$ cat src/rtl/multicycle_core_if.sv
// Instruction fetch, writeback and status bundle for multicycle_core.
// The master side is the core; the slave side is ROM plus observer.
interface multicycle_core_if #(
    parameter int DW = 8,
    parameter int PW = 8
);
    logic          en;
    logic [PW-1:0] imem_addr;
    logic [15:0]   imem_data;
    logic          wb_en;
    logic [2:0]    wb_addr;
    logic [DW-1:0] wb_data;
    logic          halted;

    modport master (
        input  en,
        input  imem_data,
        output imem_addr,
        output wb_en,
        output wb_addr,
        output wb_data,
        output halted
    );

    modport slave (
        output en,
        output imem_data,
        input  imem_addr,
        input  wb_en,
        input  wb_addr,
        input  wb_data,
        input  halted
    );
endinterface

$ cat src/rtl/multicycle_core.sv
// Multi-cycle register CPU core: FETCH/DECODE/EXEC/WRITE/BRANCH/HALT.
// 16-bit instructions, 8 x DW register file, run-enable freeze.
module multicycle_core #(
    parameter int DW = 8,
    parameter int PW = 8
) (
    input  logic               clk,
    input  logic               rst,
    multicycle_core_if.master  bus
);
    typedef enum logic [2:0] {
        S_FETCH,
        S_DECODE,
        S_EXEC,
        S_WRITE,
        S_BRANCH,
        S_HALT
    } state_t;

    localparam logic [2:0] OP_MUL  = 3'b000;
    localparam logic [2:0] OP_XNOR = 3'b001;
    localparam logic [2:0] OP_MOV  = 3'b010;
    localparam logic [2:0] OP_ADD  = 3'b011;
    localparam logic [2:0] OP_LDI  = 3'b100;
    localparam logic [2:0] OP_BNZ  = 3'b101;
    localparam logic [2:0] OP_SUB  = 3'b110;
    localparam logic [2:0] OP_HALT = 3'b111;

    state_t        state;
    logic [PW-1:0] pc;
    logic [15:0]   ir;
    logic [DW-1:0] a;
    logic [DW-1:0] b;
    logic [DW-1:0] result;
    logic [DW-1:0] regs [8];
    logic          halted_q;

    logic [2:0]    op;
    logic [2:0]    rd;
    logic [2:0]    rs1;
    logic [2:0]    rs2;
    logic [7:0]    imm;
    logic [DW-1:0] alu;

    assign op  = ir[15:13];
    assign rd  = ir[12:10];
    assign rs1 = ir[9:7];
    assign rs2 = ir[6:4];
    assign imm = ir[7:0];

    always_comb begin
        alu = '0;
        unique case (op)
            OP_MUL:  alu = a * b;
            OP_XNOR: alu = ~(a ^ b);
            OP_MOV:  alu = b;
            OP_ADD:  alu = a + b;
            OP_SUB:  alu = a - b;
            default: alu = '0;
        endcase
    end

    // A write only retires while enabled, so the pulse follows en.
    assign bus.wb_en     = (state == S_WRITE) && bus.en;
    assign bus.wb_addr   = rd;
    assign bus.wb_data   = result;
    assign bus.imem_addr = pc;
    assign bus.halted    = halted_q;

    always_ff @(posedge clk or posedge rst) begin
        if (rst) begin
            state    <= S_FETCH;
            pc       <= '0;
            ir       <= '0;
            a        <= '0;
            b        <= '0;
            result   <= '0;
            halted_q <= 1'b0;
            for (int i = 0; i < 8; i++) begin
                regs[i] <= '0;
            end
        end else if (bus.en) begin
            unique case (state)
                S_FETCH: begin
                    ir    <= bus.imem_data;
                    pc    <= pc + 1'b1;
                    state <= S_DECODE;
                end
                S_DECODE: begin
                    a <= (op == OP_BNZ) ? regs[rd] : regs[rs1];
                    b <= regs[rs2];
                    unique case (op)
                        OP_LDI: begin
                            result <= DW'(imm);
                            state  <= S_WRITE;
                        end
                        OP_BNZ:  state <= S_BRANCH;
                        OP_HALT: begin
                            halted_q <= 1'b1;
                            state    <= S_HALT;
                        end
                        default: state <= S_EXEC;
                    endcase
                end
                S_EXEC: begin
                    result <= alu;
                    state  <= S_WRITE;
                end
                S_WRITE: begin
                    regs[rd] <= result;
                    state    <= S_FETCH;
                end
                S_BRANCH: begin
                    if (a != '0) begin
                        pc <= imm[PW-1:0];
                    end
                    state <= S_FETCH;
                end
                S_HALT: state <= S_HALT;
                default: state <= S_FETCH;
            endcase
        end
    end
endmodule

$ cat src/flat_wrapper.sv
// flat-port wrapper written by rule: the top's interface ports become plain ports
module multicycle_core_flat 
#(
    parameter int DW = 8,
    parameter int PW = 8
)
  (clk, rst, bus_en, bus_imem_data, bus_imem_addr, bus_wb_en, bus_wb_addr, bus_wb_data, bus_halted);
  multicycle_core_if #(.DW(DW), .PW(PW)) bus_i ();
  input  logic clk;
  input  logic rst;
  input wire logic [$bits(bus_i.en)-1:0] bus_en;
  input wire logic [$bits(bus_i.imem_data)-1:0] bus_imem_data;
  output wire logic [$bits(bus_i.imem_addr)-1:0] bus_imem_addr;
  output wire logic [$bits(bus_i.wb_en)-1:0] bus_wb_en;
  output wire logic [$bits(bus_i.wb_addr)-1:0] bus_wb_addr;
  output wire logic [$bits(bus_i.wb_data)-1:0] bus_wb_data;
  output wire logic [$bits(bus_i.halted)-1:0] bus_halted;
  assign bus_i.en = bus_en;
  assign bus_i.imem_data = bus_imem_data;
  assign bus_imem_addr = bus_i.imem_addr;
  assign bus_wb_en = bus_i.wb_en;
  assign bus_wb_addr = bus_i.wb_addr;
  assign bus_wb_data = bus_i.wb_data;
  assign bus_halted = bus_i.halted;
  multicycle_core #(.DW(DW), .PW(PW)) u_core (.clk(clk), .rst(rst), .bus(bus_i));
endmodule
$ cat config.mk
export PLATFORM = sky130hd
export DESIGN_NAME = multicycle_core_flat
export DESIGN_NICKNAME = d
export VERILOG_FILES = /design/src/rtl/multicycle_core_if.sv /design/src/rtl/multicycle_core.sv /design/src/flat_wrapper.sv
export SDC_FILE = /design/constraint.sdc
export NUM_CORES = 1
export LEC_CHECK = 0
export ABC_AREA = 1
export CAP_MARGIN = 40
export CORE_UTILIZATION = 45
export CTS_BUF_LIST = sky130_fd_sc_hd__clkbuf_4 sky130_fd_sc_hd__clkbuf_8
export DETAILED_ROUTE_END_ITERATION = 16
export PLACE_DENSITY = 0.65
export SLEW_MARGIN = 10
export SYNTH_ARGS = -nofsm -noshare
export SYNTH_HDL_FRONTEND = slang
export SYNTH_SLANG_ARGS = --single-unit
export TNS_END_PERCENT = 1
$ cat constraint.sdc
create_clock -name clk -period 9.2 [get_ports clk]
set_input_delay 1.84 -clock clk [delete_from_list [all_inputs] [get_ports clk]]
set_output_delay 1.84 -clock clk [all_outputs]
set_load 0.03 [all_outputs]
Yosys cells after proc, flatten, opt, wreduce, memory -nomap -nowiden

Index checks and enable logic that the tools add are counted.

Flip-flop bits (word level): 116
Bits in latches: 0
Bits in writable memories: 0
Bits in read-only memories: 0
Bits of input ports: 19
Output and inout port bits: 21
Word-level logic and storage cells: 75
Memories: 0

Add/sub/neg operators: 3
Multipliers: 1
Divide/modulo/power cells: 0
Magnitude comparators: 4
Equal/unequal tests: 14
Shifts and indexed selects: 0
Muxes and demuxes: 20
Bitwise operators: 5
Reduce and logical (&&, ||, !) cells: 13

Operators by type and width:

| kind                                                                          | count |
|---|---|
| 8-bit 2-to-1 mux                                                              | 10 |
| 8-bit binary-select mux with 3-bit select                                     | 3 |
| 64-bit bitwise mux                                                            | 1 |
| 8-bit one-hot mux with 5 select lines                                         | 1 |
| 8-bit one-hot mux with 2 select lines                                         | 2 |
| 8-bit demux with 3-bit select                                                 | 1 |
| 3-bit == test (second input constant)                                         | 6 |
| 3-bit by 2-bit == test with 1-bit output (second input constant)              | 4 |
| 4-bit greater-or-equal comparator (second input constant)                     | 3 |
| 3-bit inverter with 4-bit output                                              | 3 |
| 3-bit one-hot mux with 4 select lines                                         | 1 |
| 3-bit one-hot mux with 3 select lines                                         | 1 |
| 3-bit AND reduction                                                           | 3 |
| 8-bit by 1-bit adder with 8-bit output (second input constant)                | 1 |
| 8-bit adder                                                                   | 1 |
| 8-bit by 8-bit multiplier with 8-bit output                                   | 1 |
| 8-bit inverter                                                                | 1 |
| 8-bit nonzero test                                                            | 1 |
| 8-bit subtractor                                                              | 1 |
| 8-bit XOR                                                                     | 1 |
| 3-bit by 1-bit == test with 1-bit output (second input constant)              | 2 |
| 3-bit logical NOT                                                             | 2 |
| 2-bit AND reduction                                                           | 3 |
| 4-bit by 1-bit less-than comparator with 1-bit output (second input constant) | 1 |
| other kinds (3)                                                               | 6 |

Depth between registers and ports, before layout

Gate-level depths: netlist (run 1).

Word-level depth: 6
Gate-level depth with buffers: 24

Least setup slack after synthesis (run 1)

Ideal clock, no wire load.

Path type: input-to-output
From: in bus_en
To: out bus_wb_en
Arrival: 2487 ps
Data required time: 7360 ps
Path slack: 4873 ps
Stages: 2
Cell sequence: inv_2 > nor4_4

Word-level cells in the longest chain between the ends: 1

RTL lines:

| item              | RTL line              | source |
|---|---|---|
| start, declared   | flat_wrapper.sv:11    | `input wire logic [$bits(bus_i.en)-1:0] bus_en;` |
| 1-bit logical AND | multicycle_core.sv:64 | `assign bus.wb_en = (state == S_WRITE) && bus.en;` |
| end, declared     | flat_wrapper.sv:14    | `output wire logic [$bits(bus_i.wb_en)-1:0] bus_wb_en;` |

No other way between the ends.

Worst setup path in the final report (run 1)

Ends and elaborated chain as after synthesis.

==> results.py, run 1 <==
metrics = {
    "logic_synthesis": {
        "synth.distinct_cells": 42,
        "synth_xor_area_share_pct": 1.66,
        "synthFlopType": "dfrtp_1",
        "synth_top_family_by_area": "compound AO/OA/AOI/OAI gates",
        "yosys-mux-area-fraction_pct": 0.854,
        "yosysSeqAreaShare_pct": 36.7,
        "syn_avg_cell_area_um2": 7.26,
        "syn_area_um2": 7910,
        "synth_fa_ha_area_share_pct": 7.88,
        "ys_warn_count": 0,
        "async_flop_share_pct": 100,
        "synth_edf_count": 0,
        "syn_nets": 1150,
        "syn_inst": 1089,
        "ys_ff_latch": 116,
        "synth_compound_area_share_pct": 24.4,
        "synth-simple-area-share_pct": 18.0,
    },
    "final_layout": {
        "most-common-layout-cells": "219 x nand2_1, 191 x o21ai_0, 145 x inv_1, 116 x dfrtp_1, 93 x a21oi_1",
        "syn2layout_area_growth_pct": 12.4,
        "multiInputGateArea_um2": 4180,
        "antenna_cells": 0,
        "layout_commonest_cell": "nand2_1",
        "seqCellArea_um2": 2900,
        "nFillCells": 1709,
        "nets": 1162,
        "drive_gt1_share_pct": 5.30,
    },
    "critical_path": {
        "slowest_delay_ns": 0.78,
        "rrSetupSlack_ns": 5.08,
        "cp_max_fo": 9,
        "r2r_end": "u_core.bus.wb_data[7]",
        "cp-end-kind": "output pin",
        "crit_cells": 4,
        "r2r-start": "u_core.a[2]",
        "crit_required_ns": 7.36,
        "worstPathCellList": "clkdlybuf4s50_1, inv_2, nor4_4, clkdlybuf4s50_1",
        "path_class": "input port to output pin",
        "path_buf_inv": 3,
        "cp-start-kind": "input port",
        "worstPathArrival_ns": 3.80,
        "reg2reg_depth": 17,
        "crit_family": "buffers and inverters",
        "slowest_stage": "clkdlybuf4s50_1",
        "cp_common_cell": "clkdlybuf4s50_1",
    },
    "sta": {
        "timing.slew.headroom_pct": 39.3,
        "layout_setup_ws_ns": 3.56,
        "fin_crit_ns": 5.64,
        "fin_skew_ns": 0.0101,
        "worst_pin_slew_ns": 0.905,
        "hold_violations": 0,
        "fmax_mhz": 177,
        "fin_tns_setup_ns": 0,
        "hold_slack_ns": 0.474,
        "rsz0062_at_grt": "no",
        "finalCritPeriodShare_pct": 61.3,
        "final_max_slew_viol_count": 0,
        "setup_viol_count_final": 0,
    },
    "clocking": {
        "cts_resized": 0,
        "cts_setup_buffers": 0,
        "htree_levels": 4,
        "cts_buffer_depth": 2,
        "cts_buffers": 17,
        "path_clk_slew_ns": 0.06,
        "cts_root_buffer": "clkbuf_8",
        "cts_sinks": 116,
        "hold_buffers": 0,
        "clock_latency_ns": 0.45,
        "cts_tree": "built",
    },
    "die": {
        "start_util_pct": 45.9,
        "die_area_um2": 18100,
        "io_pins": 40,
        "die_h_um": 135,
        "num_rows": 48,
        "die_width_um": 135,
        "core_area_um2": 17200,
    },
    "power_and_ir_drop": {
        "power_density_nw_per_um2": 376,
        "ir_drop_uv": 218,
        "leakagePower_uw": 0.00422,
        "p_total_uw": 3350,
    },
    "job": {
        "maxCapViolations": 0,
    },
    "grt": {
        "antenna_found_initial": 0,
        "grt_pass1_wl_mm": 36.9,
        "grt_usage_pct": 26.8,
        "grt_max_degree": 51,
        "grt_pass1_vias": 6842,
        "overflow": 0,
    },
    "routing": {
        "wire_per_inst_um": 17.2,
        "antenna_left": 0,
        "vias_per_cell": 5.58,
        "drtIter0Drc": 988,
        "vias": 7461,
        "drt_wl_total_mm": 23.0,
        "drc": 0,
        "first_pass_iters": 5,
    },
    "placement": {
        "dp_slack_ns": 3.57,
        "gp_congestion": 0.922,
        "dp_hpwl_mm": 15.9,
        "numPortBuffers": 39,
    },
    "worst_hold_path": {
        "min_from": "u_core.bus.halted",
        "min_path_cells": 1,
        "holdPathEnd": "u_core.bus.halted",
        "hold_class": "flop to flop",
    },
    "status": {
        "status": "finished clean",
    },
}
[layout make-up]
| class | instances | area share (%) |
|---|---|---|
| Clock buffer | 17 | 2.63 |
| Clock inverter | 14 | 2.11 |
| Tap cell | 225 | 3.17 |
| Sequential cell | 116 | 32.7 |
| Inverter | 150 | 6.36 |
| Timing Repair Buffer | 53 | 6.08 |
| Multi-Input combinational cell | 763 | 47.0 |
[sequential cells by signal (all words and copies together), names as in the netlist]
name and flops:
u_core.bus.halted 1, u_core.a 8, u_core.bus.wb_data 8, u_core.b 8, u_core.bus.imem_addr 8, u_core.regs 64
u_core.state 3, u_core.ir 16
[routing by layer]
metal,wire length (um),GRT usage [%],up-vias
li1,-,-,3653
met1,10300,37.0,3455
met2,10200,40.6,303
met3,1630,5.52,50
met4,813,12.2,0
met5,0,0,-
[synthesized netlist by cell type (6+ instances only)]
cell type    n  area share, %
fa_1        13            3.3
a21oi_1     93            5.9
nor2_1      64            3.0
o2111ai_1    8           0.89
nand3_1     51            3.2
inv_1      146            6.9
clkbuf_1    34            1.6
ha_1        29            4.6
xor2_1      10            1.1
o211ai_1    26            2.5
mux2_2       6           0.85
a22oi_1      8           0.76
a31oi_1      6           0.47
buf_2       21            1.3
nand2_1    219             10
dfrtp_1    116             37
o21ai_0    191             12
[worst max path at each step]
stage,start,slack [ns],to
after floorplan,rst,4.29,u_core.a[0]
after global routing,bus_en,3.49,bus_wb_en
after global placement,bus_en,3.62,bus_wb_en
final,bus_en,3.56,bus_wb_en
after CTS,bus_en,3.58,bus_wb_en
after detailed placement,bus_en,3.57,bus_wb_en
[cell families (layout without fill, tap and decap cells)]
| group | after synthesis | after routing |
|---|---|---|
| AOI/OAI and AO/OA | 351 | 351 |
| xor gates and xnor gates | 15 | 15 |
| adders and majority gates | 42 | 42 |
| buffers and inverters | 210 | 234 |
| DFF | 116 | 116 |
| muxes | 6 | 6 |
| and+or+nand+nor | 349 | 349 |
[report_power, final]
part	total [uW]	internal, uW	switching, uW
Clock	509	291	218
Sequential	962	703	259
Combinational	1880	676	1200
Total	3350	1670	1680
[stage by stage]
step	cell area, um^2	util, %	instances
detailed placement	8470	49.1	1307
floorplan	7910	-	1089
global placement	8370	48.6	1300
global route	8890	51.6	1338
finish	8890	51.6	1338
CTS	8890	51.6	1338
Note: power is estimated with default switching activity, not from simulation.
==> inputs of run 2 (changes only) <==
- clock period: 9.2 -> 5.4 ns (I/O delays scaled with it)
==> results.py, run 2 (synthesized netlist as in run 1, its figures left out) <==
metrics = {
    "clocking": {
        "cts_resized": 0,
        "cts_buffers": 17,
        "cts_tree": "built",
        "cts_buffer_depth": 2,
        "cts_setup_buffers": 0,
        "hold_buffers": 0,
        "cts_sinks": 116,
        "cts_root_buffer": "clkbuf_8",
        "htree_levels": 4,
        "path_clk_slew_ns": 0.08,
        "clock_latency_ns": 0.45,
    },
    "die": {
        "num_rows": 48,
        "die_width_um": 135,
        "core_area_um2": 17200,
        "die_h_um": 135,
        "die_area_um2": 18100,
        "io_pins": 40,
        "start_util_pct": 45.9,
    },
    "power_and_ir_drop": {
        "ir_drop_uv": 321,
        "leakagePower_uw": 0.00420,
        "p_total_uw": 5700,
        "power_density_nw_per_um2": 643,
    },
    "sta": {
        "fin_tns_setup_ns": 0,
        "timing.slew.headroom_pct": 43.4,
        "final_max_slew_viol_count": 0,
        "fin_skew_ns": 0.00883,
        "hold_violations": 0,
        "rsz0062_at_grt": "no",
        "hold_slack_ns": 0.477,
        "layout_setup_ws_ns": 1.33,
        "setup_viol_count_final": 0,
        "fmax_mhz": 246,
        "fin_crit_ns": 4.07,
        "worst_pin_slew_ns": 0.844,
        "finalCritPeriodShare_pct": 75.4,
    },
    "placement": {
        "numPortBuffers": 39,
        "dp_hpwl_mm": 16.5,
        "dp_slack_ns": 1.31,
        "gp_congestion": 0.906,
    },
    "job": {
        "maxCapViolations": 0,
    },
    "final_layout": {
        "largest_register": "u_core.regs",
        "layout_commonest_cell": "nand2_1",
        "largestRegisters": "u_core.regs (64), u_core.ir (16)",
        "fin_util_pct": 51.5,
        "antenna_cells": 0,
        "nets": 1163,
        "drive_gt1_share_pct": 5.47,
        "syn2layout_area_growth_pct": 12.2,
        "largest_reg_flops": 64,
        "most-common-layout-cells": "219 x nand2_1, 191 x o21ai_0, 145 x inv_1, 116 x dfrtp_1, 93 x a21oi_1",
    },
    "worst_hold_path": {
        "min_from": "u_core.bus.halted",
        "hold_class": "flop to flop",
    },
    "grt": {
        "grt_max_degree": 59,
        "antenna_found_initial": 0,
        "grt_usage_pct": 27.5,
        "grt_pass1_wl_mm": 37.7,
        "overflow": 0,
        "grt_pass1_vias": 6911,
    },
    "routing": {
        "drtIter0Drc": 723,
        "first_pass_iters": 5,
        "antenna_left": 0,
        "drt_wl_total_mm": 23.6,
        "drc": 0,
        "wire_per_inst_um": 17.6,
        "vias_per_cell": 5.67,
        "vias": 7595,
    },
    "critical_path": {
        "r2r-start": "u_core.a[2]",
        "worstPathArrival_ns": 2.99,
        "cp-end-kind": "output pin",
        "cp-start-kind": "input port",
        "cp_max_fo": 9,
        "path_class": "input port to output pin",
        "crit_required_ns": 4.32,
        "startpoint": "bus_en",
    },
    "status": {
        "status": "finished clean",
    },
}
-- run 2: where the power goes --
group	switching [uW]	total, uW	internal [uW]
clock network	394	852	458
registers	477	1670	1200
logic	2020	3180	1150
total	2890	5700	2810
-- run 2: layout make-up --
cell class	count	area, um^2
flip-flops and latches	116	2900
inverters	150	566
well taps	225	282
repair buffers	54	531
multi-input cells	763	4180
clock buffers	17	234
clock inverters	15	180
fillers	1721	8360
-- run 2: per-stage QoR --
stage	std cells	cell area, um^2
6_report	1340	8870
5_1_grt	1340	8870
4_1_cts	1340	8870
3_5_place_dp	1308	8460
3_3_place_gp	1303	8390
2_1_floorplan	1089	7910
-- run 2: worst paths after layout --
path	to	slack, ns	cells after the start
max	bus_wb_en	1.33	4
min in group asynchronous	u_core.regs[62]	1.11	2
max in group asynchronous	u_core.bus.wb_data[5]	3.32	3
min	u_core.bus.halted	0.48	1
min reg2reg	u_core.bus.halted	0.48	1
max reg2reg	u_core.bus.wb_data[7]	1.34	17
-- run 2: routing by layer --
metal  track usage (%)  vias up  wire length, um
li1                  -     3656                -
met1              38.0     3544            10400
met2              41.7      328            10500
met3              4.65       67             1750
met4              13.4        0              904
met5                 0        -                0
-- run 2: worst max-delay path, cell delays in order --
cell and delay, ns:
clkdlybuf4s50_1 0.53, inv_2 0.11, nor4_4 0.49, clkdlybuf4s50_1 0.78
==> inputs of run 3 (changes only) <==
- PLACE_DENSITY: 0.65 -> 0.67
- clock period: 5.4 -> 3.4 ns (I/O delays scaled with it)
==> results.py, run 3 (synthesized netlist as in run 1, its figures left out) <==
metrics = {
    "power_and_ir_drop": {
        "combPwrFrac_pct": 60.2,
        "power_density_nw_per_um2": 1040,
        "clkPwrFrac_pct": 13.9,
        "ir_drop_uv": 669,
        "leakagePower_uw": 0.00439,
        "power_frac_seq_pct": 25.9,
        "power.internal_uw": 4840,
        "switchingPower_uw": 4820,
        "swShare_pct": 49.9,
    },
    "critical_path": {
        "slowest_stage": "fa_1",
        "slowest_delay_ns": 0.53,
        "cp_common_cell": "inv_2",
        "worstPathCellList": "buf_6, nand2_2, fa_2, fa_1, inv_2, fa_1, inv_2, fa_2, inv_2, ha_4, o21ai_2, and2_4, inv_2, nand3_2, nand3_2, nand2_1, nand2_1, a21oi_2",
        "crit_cells": 18,
        "crit_family": "adder cells",
        "reg2reg_depth": 18,
        "worstPathArrival_ns": 3.92,
        "cp_max_fo": 5,
        "path_class": "flop to flop",
        "crit_required_ns": 3.79,
        "path_buf_inv": 5,
        "cp-start-kind": "flop",
        "cp-end-kind": "flop",
    },
    "clocking": {
        "cts_buffers": 17,
        "cts_buffer_depth": 2,
        "htree_levels": 4,
        "path_clk_slew_ns": 0.07,
        "cts_tree": "built",
        "hold_buffers": 0,
        "cts_root_buffer": "clkbuf_8",
        "cts_sinks": 116,
        "clock_latency_ns": 0.46,
    },
    "placement": {
        "dp_hpwl_mm": 17.0,
        "dp.cells": 1345,
        "numPortBuffers": 39,
        "dp_slack_ns": -0.320,
        "gp_congestion": 0.896,
        "dpl_cell_area_um2": 8730,
    },
    "routing": {
        "vias": 7802,
        "first_pass_iters": 5,
        "vias_per_cell": 5.65,
        "drtIter0Drc": 846,
        "drt_wl_total_mm": 23.9,
        "antenna_left": 0,
        "wire_per_inst_um": 17.3,
        "drc": 0,
    },
    "job": {
        "maxCapViolations": 0,
    },
    "die": {
        "start_util_pct": 45.9,
        "die_h_um": 135,
        "core_area_um2": 17200,
        "io_pins": 40,
        "die_width_um": 135,
        "num_rows": 48,
        "die_area_um2": 18100,
    },
    "final_layout": {
        "most-common-layout-cells": "214 x nand2_1, 190 x o21ai_0, 135 x inv_1, 115 x dfrtp_1, 91 x a21oi_1",
        "nets": 1204,
        "largest_reg_flops": 64,
        "drive_gt1_share_pct": 11.8,
        "largestRegisters": "u_core.regs (64), u_core.ir (16)",
        "final_cells": 1380,
        "final_area_um2": 9300,
        "layout_commonest_cell": "nand2_1",
        "nFillCells": 1617,
        "antenna_cells": 0,
        "largest_register": "u_core.regs",
        "syn2layout_area_growth_pct": 17.6,
        "fin_util_pct": 53.9,
    },
    "sta": {
        "setup_viol_count_final": 3,
        "final_max_slew_viol_count": 0,
        "fin_tns_setup_ns": -0.259,
        "fin_crit_ns": 3.53,
        "fin_skew_ns": 0.0140,
        "rsz0062_at_grt": "yes",
        "timing.slew.headroom_pct": 42.5,
        "fmax_mhz": 283,
        "finalCritPeriodShare_pct": 104,
        "hold_violations": 0,
        "worst_pin_slew_ns": 0.861,
        "layout_setup_ws_ns": -0.129,
    },
    "grt": {
        "grt_pass1_wl_mm": 38.2,
        "antenna_found_initial": 0,
        "grt_max_degree": 67,
        "grt_usage_pct": 27.8,
        "grt_pass1_vias": 7158,
        "overflow": 0,
    },
    "worst_hold_path": {
        "min_path_cells": 2,
        "hold_class": "flop to flop",
    },
    "status": {
        "violations": "negative setup slack",
        "status": "finished, violations left",
    },
}
## run 3: changes by cell type in the layout (fill, tap and decap cells not counted), sizes merged
cell	before	now
buf	15	56
clkbuf	17	18
clkinv	6	8
clkinvlp	6	5
inv	150	147
## run 3: per-layer routing
layer / GRT usage [%] / wire, um / vias up
met5: 0 / 0 / -
met4: 10.9 / 798 / 0
met3: 5.03 / 1890 / 73
met2: 43.1 / 10800 / 380
met1: 38.6 / 10400 / 3615
li1: - / - / 3734
## run 3: area by class of cell
| cell class | instances | area (um^2) | share of cell area, % |
|---|---|---|---|
| multi-input combinational | 763 | 4290 | 46.2 |
| sequential | 116 | 2900 | 31.2 |
| timing repair buffer | 95 | 850 | 9.14 |
| inverter | 150 | 567 | 6.10 |
| tap | 225 | 282 | 3.03 |
| clock buffer | 18 | 248 | 2.66 |
| clock inverter | 13 | 158 | 1.70 |
## run 3: power groups by stage
stage / sequential [uW] / combinational [uW] / clock [uW]
2_1_floorplan: 2460 / 3670 / 0
3_3_place_gp: 2480 / 5300 / 0
3_5_place_dp: 2490 / 5400 / 0
4_1_cts: 2470 / 5640 / 1360
5_1_grt: 2570 / 6480 / 1420
6_report: 2500 / 5810 / 1340
## run 3: stage by stage
stage	hold slack, ns	power (uW)
after floorplan	0.453	6120
after global placement	0.466	7780
after detailed placement	0.473	7880
after CTS	0.490	9470
after global routing	0.507	10500
final	0.491	9650
## run 3: path summary, 6_finish.rpt
check,start,end,slack [ns]
max,u_core.b[2],u_core.bus.wb_data[7],-0.13
min reg2reg,u_core.regs[11],u_core.regs[11],0.49
max reg2reg,u_core.b[2],u_core.bus.wb_data[7],-0.13
min in group asynchronous,rst,u_core.ir[11],0.64
max in group asynchronous,rst,u_core.b[2],2.01
min,u_core.regs[11],u_core.regs[11],0.49
## run 3: timing repair
| action | 4_1_cts | 5_1_grt |
|---|---|---|
| gates resized for setup | 22 | 20 |
| setup endpoints to repair | 4 | 4 |
| gates cloned | 0 | 0 |
| setup buffers | 3 | 1 |
| pin swaps | 18 | 20 |
## run 3: worst register-to-register path, stage by stage (launching register included)
cell	delay [ns]
dfrtp_2	0.42
buf_6	0.11
nand2_2	0.05
fa_2	0.35
fa_1	0.53
inv_2	0.04
fa_1	0.49
inv_2	0.05
fa_2	0.53
inv_2	0.05
ha_4	0.25
o21ai_2	0.05
and2_4	0.16
inv_2	0.03
nand3_2	0.05
nand3_2	0.06
nand2_1	0.06
nand2_1	0.05
a21oi_2	0.14
